$ cat src/rtl/ranc_ctrl_pkg.sv
// ranc_ctrl_pkg: shared state encoding and default parameters for the tick sequencer
package ranc_ctrl_pkg;

    localparam int DEF_PACKET_WIDTH   = 30;
    localparam int DEF_FIFO_DEPTH     = 4;
    localparam int DEF_STEP_WIDTH     = 16;
    localparam int DEF_GUARD_CYCLES   = 2;
    localparam int DEF_TIMEOUT_CYCLES = 4096;

    typedef enum logic [2:0] {
        S_IDLE,
        S_LOAD,
        S_DRAIN,
        S_TICK,
        S_WAIT_DONE,
        S_DONE,
        S_ERROR
    } state_t;

endpackage

$ cat src/rtl/ranc_tick_sequencer_if.sv
// ranc_tick_sequencer_if: host, grid and status signals of the tick sequencer
interface ranc_tick_sequencer_if
    import ranc_ctrl_pkg::*;
#(
    parameter int PACKET_WIDTH = DEF_PACKET_WIDTH,
    parameter int STEP_WIDTH   = DEF_STEP_WIDTH
);
    logic                    start;
    logic [STEP_WIDTH-1:0]   num_steps;
    logic [PACKET_WIDTH-1:0] host_packet;
    logic                    host_valid;
    logic                    host_ready;
    logic                    host_eos;
    logic [PACKET_WIDTH-1:0] grid_packet;
    logic                    grid_empty;
    logic                    grid_ren;
    logic                    grid_tick;
    logic                    grid_cores_done;
    logic                    grid_tc_error;
    logic                    grid_sched_error;
    logic                    busy;
    logic                    done;
    logic                    error;
    logic [STEP_WIDTH-1:0]   step_count;

    modport master (
        output start, num_steps, host_packet, host_valid, host_eos,
               grid_ren, grid_cores_done, grid_tc_error, grid_sched_error,
        input  host_ready, grid_packet, grid_empty, grid_tick,
               busy, done, error, step_count
    );

    modport slave (
        input  start, num_steps, host_packet, host_valid, host_eos,
               grid_ren, grid_cores_done, grid_tc_error, grid_sched_error,
        output host_ready, grid_packet, grid_empty, grid_tick,
               busy, done, error, step_count
    );

endinterface

$ cat src/rtl/ranc_packet_fifo.sv
// ranc_packet_fifo: first-word fall-through staging FIFO between host and grid
module ranc_packet_fifo
    import ranc_ctrl_pkg::*;
#(
    parameter int PACKET_WIDTH = DEF_PACKET_WIDTH,
    parameter int FIFO_DEPTH   = DEF_FIFO_DEPTH
) (
    input  logic                    clk,
    input  logic                    reset_n,
    input  logic                    push_i,
    input  logic [PACKET_WIDTH-1:0] data_i,
    input  logic                    pop_i,
    output logic [PACKET_WIDTH-1:0] data_o,
    output logic                    empty_o,
    output logic                    full_o
);
    localparam int AW = $clog2(FIFO_DEPTH);

    logic [PACKET_WIDTH-1:0] mem_q [FIFO_DEPTH];
    logic [AW-1:0]           wr_q, rd_q;
    logic [AW:0]             count_q;
    logic                    wr, rd;

    assign empty_o = count_q == '0;
    assign full_o  = count_q == (AW+1)'(FIFO_DEPTH);
    assign rd      = pop_i && !empty_o;
    assign wr      = push_i && (!full_o || rd);
    assign data_o  = mem_q[rd_q];

    // pointers wrap naturally because the depth is a power of two
    always_ff @(posedge clk) begin
        if (!reset_n) begin
            wr_q    <= '0;
            rd_q    <= '0;
            count_q <= '0;
        end else begin
            if (wr) wr_q <= wr_q + AW'(1);
            if (rd) rd_q <= rd_q + AW'(1);
            count_q <= count_q + (AW+1)'(wr) - (AW+1)'(rd);
        end
    end

    // packet storage needs no reset since the count gates every read
    always_ff @(posedge clk) begin
        if (wr) mem_q[wr_q] <= data_i;
    end

endmodule

$ cat src/rtl/ranc_tick_sequencer.sv
// ranc_tick_sequencer: stages host packets per timestep, then ticks the grid and waits for completion
module ranc_tick_sequencer
    import ranc_ctrl_pkg::*;
#(
    parameter int PACKET_WIDTH   = DEF_PACKET_WIDTH,
    parameter int FIFO_DEPTH     = DEF_FIFO_DEPTH,
    parameter int STEP_WIDTH     = DEF_STEP_WIDTH,
    parameter int GUARD_CYCLES   = DEF_GUARD_CYCLES,
    parameter int TIMEOUT_CYCLES = DEF_TIMEOUT_CYCLES
) (
    input logic                  clk,
    input logic                  reset_n,
    ranc_tick_sequencer_if.slave bus
);
    localparam int WAIT_W = $clog2(TIMEOUT_CYCLES + 1);

    state_t                  state_q, state_d;
    logic [STEP_WIDTH-1:0]   num_q, step_q;
    logic [WAIT_W-1:0]       wait_q;
    logic                    tick_q, busy_q, done_q, error_q;
    logic                    fifo_empty, fifo_full, push;
    logic                    launch, grid_err, accept, timeout, last_step;
    logic [PACKET_WIDTH-1:0] head;

    assign grid_err  = bus.grid_tc_error || bus.grid_sched_error;
    assign launch    = bus.start && (state_q == S_IDLE || (state_q == S_DONE && !grid_err));
    assign accept    = bus.grid_cores_done && wait_q >= WAIT_W'(GUARD_CYCLES);
    assign timeout   = wait_q >= WAIT_W'(TIMEOUT_CYCLES - 1);
    assign last_step = {1'b0, step_q} + (STEP_WIDTH+1)'(1) == {1'b0, num_q};
    assign push      = bus.host_ready && bus.host_valid;

    assign bus.host_ready  = state_q == S_LOAD && !fifo_full;
    assign bus.grid_packet = head;
    assign bus.grid_empty  = fifo_empty;
    assign bus.grid_tick   = tick_q;
    assign bus.busy        = busy_q;
    assign bus.done        = done_q;
    assign bus.error       = error_q;
    assign bus.step_count  = step_q;

    ranc_packet_fifo #(
        .PACKET_WIDTH(PACKET_WIDTH),
        .FIFO_DEPTH  (FIFO_DEPTH)
    ) u_fifo (
        .clk    (clk),
        .reset_n(reset_n),
        .push_i (push),
        .data_i (bus.host_packet),
        .pop_i  (bus.grid_ren),
        .data_o (head),
        .empty_o(fifo_empty),
        .full_o (fifo_full)
    );

    // next state; grid errors override every other transition outside IDLE
    always_comb begin
        state_d = state_q;
        case (state_q)
            S_IDLE, S_DONE: state_d = launch ? (bus.num_steps == '0 ? S_DONE : S_LOAD) : state_q;
            S_LOAD:         state_d = bus.host_eos ? S_DRAIN : S_LOAD;
            S_DRAIN:        state_d = fifo_empty ? S_TICK : S_DRAIN;
            S_TICK:         state_d = S_WAIT_DONE;
            S_WAIT_DONE:    state_d = accept ? (last_step ? S_DONE : S_LOAD) : (timeout ? S_ERROR : S_WAIT_DONE);
            default:        state_d = S_ERROR;
        endcase
        if (state_q != S_IDLE && grid_err) state_d = S_ERROR;
    end

    // state, counters and registered status outputs
    always_ff @(posedge clk) begin
        if (!reset_n) begin
            state_q <= S_IDLE;
            num_q   <= '0;
            step_q  <= '0;
            wait_q  <= '0;
            tick_q  <= 1'b0;
            busy_q  <= 1'b0;
            done_q  <= 1'b0;
            error_q <= 1'b0;
        end else begin
            state_q <= state_d;
            tick_q  <= state_d == S_TICK;
            busy_q  <= state_d inside {S_LOAD, S_DRAIN, S_TICK, S_WAIT_DONE};
            done_q  <= state_d == S_DONE;
            error_q <= state_d == S_ERROR;
            wait_q  <= state_q == S_WAIT_DONE ? wait_q + WAIT_W'(1) : '0;
            if (launch) begin
                num_q  <= bus.num_steps;
                step_q <= '0;
            end else if (state_q == S_WAIT_DONE && accept && !grid_err) begin
                step_q <= &step_q ? step_q : step_q + STEP_WIDTH'(1);
            end
        end
    end

endmodule

$ cat src/flat_wrapper.sv
// flat-port wrapper written by rule: the top's interface ports become plain ports
module ranc_tick_sequencer_flat import ranc_ctrl_pkg::*;
#(
    parameter int PACKET_WIDTH   = DEF_PACKET_WIDTH,
    parameter int FIFO_DEPTH     = DEF_FIFO_DEPTH,
    parameter int STEP_WIDTH     = DEF_STEP_WIDTH,
    parameter int GUARD_CYCLES   = DEF_GUARD_CYCLES,
    parameter int TIMEOUT_CYCLES = DEF_TIMEOUT_CYCLES
)
  (clk, reset_n, bus_start, bus_num_steps, bus_host_packet, bus_host_valid, bus_host_eos, bus_grid_ren, bus_grid_cores_done, bus_grid_tc_error, bus_grid_sched_error, bus_host_ready, bus_grid_packet, bus_grid_empty, bus_grid_tick, bus_busy, bus_done, bus_error, bus_step_count);
  ranc_tick_sequencer_if #(.PACKET_WIDTH(PACKET_WIDTH), .STEP_WIDTH(STEP_WIDTH)) bus_i ();
  input logic clk;
  input logic reset_n;
  input wire logic [$bits(bus_i.start)-1:0] bus_start;
  input wire logic [$bits(bus_i.num_steps)-1:0] bus_num_steps;
  input wire logic [$bits(bus_i.host_packet)-1:0] bus_host_packet;
  input wire logic [$bits(bus_i.host_valid)-1:0] bus_host_valid;
  input wire logic [$bits(bus_i.host_eos)-1:0] bus_host_eos;
  input wire logic [$bits(bus_i.grid_ren)-1:0] bus_grid_ren;
  input wire logic [$bits(bus_i.grid_cores_done)-1:0] bus_grid_cores_done;
  input wire logic [$bits(bus_i.grid_tc_error)-1:0] bus_grid_tc_error;
  input wire logic [$bits(bus_i.grid_sched_error)-1:0] bus_grid_sched_error;
  output wire logic [$bits(bus_i.host_ready)-1:0] bus_host_ready;
  output wire logic [$bits(bus_i.grid_packet)-1:0] bus_grid_packet;
  output wire logic [$bits(bus_i.grid_empty)-1:0] bus_grid_empty;
  output wire logic [$bits(bus_i.grid_tick)-1:0] bus_grid_tick;
  output wire logic [$bits(bus_i.busy)-1:0] bus_busy;
  output wire logic [$bits(bus_i.done)-1:0] bus_done;
  output wire logic [$bits(bus_i.error)-1:0] bus_error;
  output wire logic [$bits(bus_i.step_count)-1:0] bus_step_count;
  assign bus_i.start = bus_start;
  assign bus_i.num_steps = bus_num_steps;
  assign bus_i.host_packet = bus_host_packet;
  assign bus_i.host_valid = bus_host_valid;
  assign bus_i.host_eos = bus_host_eos;
  assign bus_i.grid_ren = bus_grid_ren;
  assign bus_i.grid_cores_done = bus_grid_cores_done;
  assign bus_i.grid_tc_error = bus_grid_tc_error;
  assign bus_i.grid_sched_error = bus_grid_sched_error;
  assign bus_host_ready = bus_i.host_ready;
  assign bus_grid_packet = bus_i.grid_packet;
  assign bus_grid_empty = bus_i.grid_empty;
  assign bus_grid_tick = bus_i.grid_tick;
  assign bus_busy = bus_i.busy;
  assign bus_done = bus_i.done;
  assign bus_error = bus_i.error;
  assign bus_step_count = bus_i.step_count;
  ranc_tick_sequencer #(.PACKET_WIDTH(PACKET_WIDTH), .FIFO_DEPTH(FIFO_DEPTH), .STEP_WIDTH(STEP_WIDTH), .GUARD_CYCLES(GUARD_CYCLES), .TIMEOUT_CYCLES(TIMEOUT_CYCLES)) u_core (.clk(clk), .reset_n(reset_n), .bus(bus_i));
endmodule
$ cat config.mk
export PLATFORM = sky130hd
export DESIGN_NAME = ranc_tick_sequencer_flat
export DESIGN_NICKNAME = d
export VERILOG_FILES = /design/src/rtl/ranc_ctrl_pkg.sv /design/src/rtl/ranc_tick_sequencer_if.sv /design/src/rtl/ranc_packet_fifo.sv /design/src/rtl/ranc_tick_sequencer.sv /design/src/flat_wrapper.sv
export SDC_FILE = /design/constraint.sdc
export NUM_CORES = 1
export LEC_CHECK = 0
export BUFFER_PORTS_ARGS = -buffer_cell sky130_fd_sc_hd__buf_2
export CELL_PAD_IN_SITES_DETAIL_PLACEMENT = 1
export CELL_PAD_IN_SITES_GLOBAL_PLACEMENT = 1
export CORE_MARGIN = 2
export CORE_UTILIZATION = 35
export DETAILED_ROUTE_END_ITERATION = 16
export GPL_TIMING_DRIVEN = 0
export PLACE_DENSITY = 0.7
export SLEW_MARGIN = 20
export SYNTH_ARGS = -nofsm -noshare
export SYNTH_HDL_FRONTEND = slang
export SYNTH_HIERARCHICAL = 1
export SYNTH_SLANG_ARGS = --single-unit
$ cat constraint.sdc
create_clock -name clk -period 6.45 [get_ports clk]
set_clock_uncertainty 0.1 [all_clocks]
set_input_delay 1.29 -clock clk [delete_from_list [all_inputs] [get_ports clk]]
set_output_delay 1.29 -clock clk [all_outputs]
set_load 0.02 [all_outputs]
; ---- Yosys cells after proc, flatten, opt, wreduce, memory -nomap -nowiden
; Memories as Yosys holds them, arrays and structs flattened. A register that Yosys moved wholly into a read port is not among the register bits.
; Index checks and enable logic that the tools add are counted.
[op_classes]
add_sub_neg = 7
n_lt_le_gt_ge = 2
n_eq_ne = 13
mux = 13
bitwise_logic = 2
n_reduce_logical = 26
[op_table]
columns = cell, count
row1 = == test 3 bit (second input constant), 6
row2 = adder 16 x 1 -> 17 bit (second input constant), 1
row3 = == test 17 x 16 -> 1 bit, 1
row4 = adder 16 x 1 -> 16 bit (second input constant), 1
row5 = zero test 16 bit, 1
row6 = AND reduction 16 bit, 1
row7 = two-way mux 3 bit, 5
row8 = case mux 3 bit (5 select lines), 1
row9 = adder 13 x 1 -> 13 bit (second input constant), 1
row10 = >= comparator 13 x 12 -> 1 bit (second input constant), 1
row11 = >= comparator 13 x 2 -> 1 bit (second input constant), 1
row12 = == test 3 x 2 -> 1 bit (second input constant), 4
row13 = logical AND 1 bit, 10
row14 = two-way mux 2 bit, 4
row15 = == test 3 x 1 -> 1 bit (second input constant), 2
row16 = zero test 3 bit, 2
row17 = adder 2 x 1 -> 2 bit (second input constant), 2
row18 = AND reduction 2 bit, 2
row19 = nonzero test 4 bit, 1
row20 = OR reduction 2 bit, 2
row21 = adder 3 x 1 -> 3 bit, 1
row22 = zero test 1 bit, 3
row23 = logical OR 1 bit, 3
row24 = two-way mux 1 bit, 3
row25 = 3 further kinds, 4
[word_totals]
reg_bits = 59
mem_bits_rw = 120
in_bits = 55
n_memories = 1
[mem_list]
columns = memory, depth, width, rd, rd_ports_with_merged_regs, wr, line_no
row1 = u_core.u_fifo.mem_q, 4, 30, 1, 1, 1, ranc_packet_fifo.sv:19  ; logic [PACKET_WIDTH-1:0] mem_q [FIFO_DEPTH];

; ---- Logic depth before layout (Yosys ltp)
[depth]
depth_word = 10
mapped_depth = 11
ltp_nobuf = 10

; ---- Modules after synthesis
; Netlist, hierarchy kept.
[by_module_without_submodules]
columns = module, n_inst, cells_each, area_per_inst_um2, seq_area_each_um2
row1 = ranc_packet_fifo, 1, 203, 4797.1, 3783.6
row2 = ranc_tick_sequencer, 1, 326, 2837.7, 1041.0

; ---- Least setup slack after synthesis
; Ideal clock, no wire load.
[synth_timing]
kind = reg2reg
start = reg u_core.state_q[1]
end = mem u_core/u_fifo/mem_q[0][0] (netlist name) (enable)
setup_ns = 0.390
t_arrival_ns = 2.484
required_ns = 5.960
slack_ns = 3.476
path_stages_with_launch = 7
n_path_buf = 1
period_less_slack_ns = 2.974
path_cell_list = dfxtp_1 -> clkbuf_1 -> nor2b_1 -> nor3b_1 -> and2_1 -> a21boi_2 -> and2_1
[synth_via]
elab_chain_len = 6
[synth_rtl]
columns = item, line_no
row1 = from (decl), ranc_tick_sequencer.sv:17  ; state_t state_q, state_d;
row2 = from (signal assigned), ranc_tick_sequencer.sv:81  ; state_q <= state_d;
row3 = == test 3 x 1 -> 1 bit, ranc_tick_sequencer.sv:32  ; assign bus.host_ready = state_q == S_LOAD && !fifo_full;
row4 = logical AND 1 bit, ranc_tick_sequencer.sv:32
row5 = via bus_host_ready, flat_wrapper.sv:23  ; output wire logic [$bits(bus_i.host_ready)-1:0] bus_host_ready;
row6 = logical AND 1 bit, ranc_tick_sequencer.sv:30  ; assign push = bus.host_ready && bus.host_valid;
row7 = via u_core.push, ranc_tick_sequencer.sv:21  ; logic fifo_empty, fifo_full, push;
row8 = logical AND 1 bit, ranc_packet_fifo.sv:27  ; assign wr = push_i && (!full_o || rd);
row9 = two-way mux 1 bit, ranc_packet_fifo.sv:45  ; if (wr) mem_q[wr_q] <= data_i;
row10 = two-way mux 1 bit (not written as such), ranc_packet_fifo.sv:45
row11 = to (decl), ranc_packet_fifo.sv:19
; The timed path passes the listed nets, and every way through them passes these cells.

; ---- Worst setup path in the final report
[layout_timing]
start = reg u_core.step_q[0] (netlist: u_core/bus.step_count[0])
end = reg u_core.busy_q (netlist: u_core/bus.busy)
[layout_via]
elab_chain_len = 8
elab_cells_between_ends = 11
[layout_rtl]
columns = item, line_no
row1 = from (decl), ranc_tick_sequencer.sv:18  ; logic [STEP_WIDTH-1:0] num_q, step_q;
row2 = from (signal assigned), ranc_tick_sequencer.sv:91  ; step_q <= &step_q ? step_q : step_q + STEP_WIDTH'(1);
row3 = adder 16 x 1 -> 17 bit (*), ranc_tick_sequencer.sv:29  ; assign last_step = {1'b0, step_q} + (STEP_WIDTH+1)'(1) == {1'b0, num_q};
row4 = == test 17 x 16 -> 1 bit (*), ranc_tick_sequencer.sv:29
row5 = two-way mux 3 bit (*) (2 in series), ranc_tick_sequencer.sv:63  ; S_WAIT_DONE: state_d = accept ? (last_step ? S_DONE : S_LOAD) : (timeout ? S_ERROR : S_WAIT_DONE);
row6 = case mux 3 bit (5 select lines) (*), ranc_tick_sequencer.sv:58  ; case (state_q)
row7 = two-way mux 3 bit (*), ranc_tick_sequencer.sv:66  ; if (state_q != S_IDLE && grid_err) state_d = S_ERROR;
row8 = "== test 3 x 1 -> 1 bit, or another cell as far along", ranc_tick_sequencer.sv:83  ; busy_q <= state_d inside {S_LOAD, S_DRAIN, S_TICK, S_WAIT_DONE};
row9 = nonzero test 4 bit (*), ranc_tick_sequencer.sv:83
row10 = to (signal assigned), ranc_tick_sequencer.sv:83
row11 = to (decl), ranc_tick_sequencer.sv:20  ; logic tick_q, busy_q, done_q, error_q;
; Mark *: on every way between the ends. The rest lies on a longest branch, timed or not.
; A chain may end at the register's enable or synchronous reset.

==> results by group <==
Run status
  • Status: finished, final reports clean

Power
  • Share of power burned in registers: about two fifths
  • Int Pwr: 2.30 mW
  • VDD IR max: 155 uV
  • Net Switching: 1.02 mW
  • Switching share of power: 30.7%
  • Pwr dens: 360 nW/um2
  • Leak pwr: about 3.4 nW
  • Combinational power share: between 20% and 30%
  • Clock power share: about a third

Synthesis
  • Mapped Area: 7630 um2
  • Asr flop ratio synth: 0%
  • Most frequently used flop master after synthesis: edfxtp_1
  • Distinct cells, synth: 62
  • Post-synth EDFFs: 120
  • Mapped Nets: ~590
  • Seq/Total Area, Yosys: roughly 63%
  • Synth Register Bits: 181
  • Syn avg cell area: approximately 14 um2
  • Synth warnings: 6
  • Synth Instances: roughly 530

Setup path
  • Worst EP required: 6.66 ns
  • Crit path DAT: between 3 and 4 ns
  • Worst Setup Start Kind: register
  • Crit path max fanout: 10
  • Worst setup path class: reg2reg
  • R2R depth: 9
  • Worst Setup End Kind: register

Die
  • FP Rows: 54
  • Die area: 23000 um2
  • Io pins: 107
  • Die Wd: 152 um
  • Die H: 152 um
  • Core area: ~22000 um2
  • Initial Util: about a third

Clock tree
  • Clock sinks: roughly 180
  • Post-CTS setup buffers: 0
  • Max Buffers Root-to-Sink: 2
  • CTS resizes: 0
  • Num CTS Buffers: 17
  • Hold-fix buffers, CTS: 0
  • CTS Root Cell: clkbuf_16
  • Worst-path clk slew: about 0.08 ns
  • Clock latency on the worst-skew pair: about 0.44 ns
  • H-tree level count: 4
  • CTS tree: built

Job
  • Max-cap violation count: 0

Routing
  • Vias: just under 5000
  • First-pass iteration count of the detailed router: 4
  • DRT Wirelength: 17.7 mm
  • Vias per cell: about 5.1
  • WL/cell: about 19 um
  • Remaining DRCs: 0
  • Post-DRT Antenna Nets: 0
  • Initial DRC count: 209

Timing
  • Unrepaired setup endpoints after global routing: false
  • Setup violators final: 0
  • Max frequency: 300 MHz
  • Rel. slew slack: 58.6%
  • Fin. max-slew vios: 0
  • Period utilization: 51.7%
  • Post-route setup slack: 3.11 ns
  • Worst Max-Slew Pin Slew: 0.613 ns
  • Crit path time final: between 3 and 4 ns
  • Final hold violation count: 0
  • TNS Setup: 0 ns

Final layout
  • N_diodes: 0
  • Area growth from synthesis to final layout: 21.1%
  • Layout cells sized above 1: a little under a third
  • Final Cell Area: roughly 9200 um2
  • NumNets Final: 723

Global routing
  • Number of global-route vias before repair: 5307
  • Initial antenna violation count: 0
  • Pin count of the biggest net entering global routing: 20
  • First-pass GRT wire length: 28.3 mm
  • GRT Residual Overflow: 0
  • GRT Resource Usage Total: between 15 and 20%

Hold path
  • Hold Path Depth: 1
  • HP Class: reg2reg

Placed design
  • Detailed placement HPWL: 13.0 mm
  • Routability cong.: 0.905
  • Pre-CTS setup slack: roughly 3.2 ns
  • IO Port Bufs: 106
  • Placed Instance Area: 8630 um2
==> cells in the mapped netlist (3+ instances only) <==
master,instances,area (um2)
nand3_1,14,70.1
clkbuf_1,5,18.8
inv_1,12,45.0
mux2i_1,18,180
nand2_1,21,78.8
and2_1,16,100
buf_4,3,22.5
and4_1,4,35.0
ha_1,9,113
nor2_1,49,184
nor2b_1,3,18.8
dfxtp_1,61,1220
nor4_1,9,56.3
xnor2_1,22,193
and3_1,6,37.5
xor2_1,25,219
mux4_2,30,676
nand4_1,15,93.8
or3_1,3,18.8
o21ai_0,7,35.0
a41oi_1,3,26.3
edfxtp_1,120,3600
nor3_1,8,40.0
buf_2,9,45.0
buf_6,3,33.8
a21oi_1,9,45.0
nand2b_1,3,18.8
==> metrics by stage <==
step	hold slack [ns]	util [%]	std cells	power, mW
after floorplan	0.341	-	529	2.03
after global placement	0.354	39.4	915	2.25
after detailed placement	0.390	39.9	919	2.30
after CTS	0.408	42.8	951	3.37
after global routing	0.432	42.8	951	3.49
final	0.407	42.8	951	3.33
==> power by group through the flow <==
| stage | registers (mW) | clock network, mW | logic (mW) |
|---|---|---|---|
| floorplan | 1.40 | 0 | 0.626 |
| global placement | 1.41 | 0 | 0.842 |
| detailed placement | 1.41 | 0 | 0.884 |
| CTS | 1.39 | 1.10 | 0.888 |
| global route | 1.39 | 1.14 | 0.959 |
| finish | 1.39 | 1.07 | 0.874 |
==> placed cells by master, fill, tap and decap left out, types with 3 or more instances in the layout <==
cell	n
a21oi_1	9
and3_1	6
clkinvlp_4	3
nand2_1	21
o21ai_0	7
buf_4	3
nand3_1	14
buf_6	3
nor4_1	9
mux2i_1	18
buf_2	115
clkbuf_1	6
and2_1	12
nand2b_1	3
or3_1	3
xor2_1	25
and2_2	5
edfxtp_1	120
nor2_1	49
inv_1	12
inv_8	5
dfxtp_1	61
nor2b_1	3
and4_1	4
a41oi_1	3
nand4_1	15
ha_1	9
clkbuf_16	17
nor3_1	8
xnor2_1	22
buf_16	4
mux4_2	30
==> critical path, stage by stage, from the launching register on <==
cell and delay (ns):
dfxtp_1 0.52, ha_1 0.22, clkbuf_8 0.17, inv_1 0.08
nor4_1 0.54, xor2_1 0.16, o311ai_0 0.60, nand4_1 0.26
and4_1 0.27, a311o_1 0.27
==> routing by layer <==
metal	part of all wire, %	GRT usage (%)	wire length, um
met1	43	20.0	7540
met2	52	28.7	9100
met3	4.3	3.14	753
met4	1.5	5.69	269
met5	0	0	0
==> final timing paths <==
kind	slack, ns	start	endpoint
worst min-delay path	0.41	u_core/wait_q[0]	u_core/wait_q[0]
worst max-delay path	3.11	u_core/bus.step_count[0]	u_core/bus.busy
worst min register to register	0.41	u_core/wait_q[0]	u_core/wait_q[0]
worst max register to register	3.11	u_core/bus.step_count[0]	u_core/bus.busy
==> sequential cells by signal (all words and copies together), names as in the netlist, named ones only <==
register,count
u_core/state_q,3
u_core/u_fifo/wr_q,2
u_core/u_fifo/count_q,3
u_core/bus.busy,1
u_core/u_fifo/rd_q,2
u_core/u_fifo/mem_q,120
u_core/bus.done,1
u_core/num_q,16
u_core/bus.grid_tick,1
u_core/bus.step_count,16
u_core/wait_q,13
u_core/bus.error,1
==> area by class of cell <==
| type | instances | area, um2 |
|---|---|---|
| multi-input cells | 314 | 2630 |
| well taps | 280 | 350 |
| plain buffers | 21 | 134 |
| fillers | 2266 | 12400 |
| clock inverters | 14 | 189 |
| inverters | 13 | 48.8 |
| repair buffers | 110 | 641 |
| clock buffers | 18 | 429 |
| flip-flops and latches | 181 | 4820 |
==> cell families (layout without fill, tap and decap cells) <==
| logic type | after synthesis | after routing | synth area share, % |
|---|---|---|---|
| DFF | 181 | 181 | 63.2 |
| and+or+nand+nor | 164 | 164 | 11.5 |
| xor gates and xnor gates | 48 | 48 | 5.60 |
| muxes | 48 | 48 | 11.2 |
| AOI/OAI and AO/OA | 44 | 44 | 4.36 |
| buffers and inverters | 34 | 176 | 2.39 |
| adders and majority gates | 10 | 10 | 1.74 |
No activity file was read; power rests on OpenSTA's default activity.
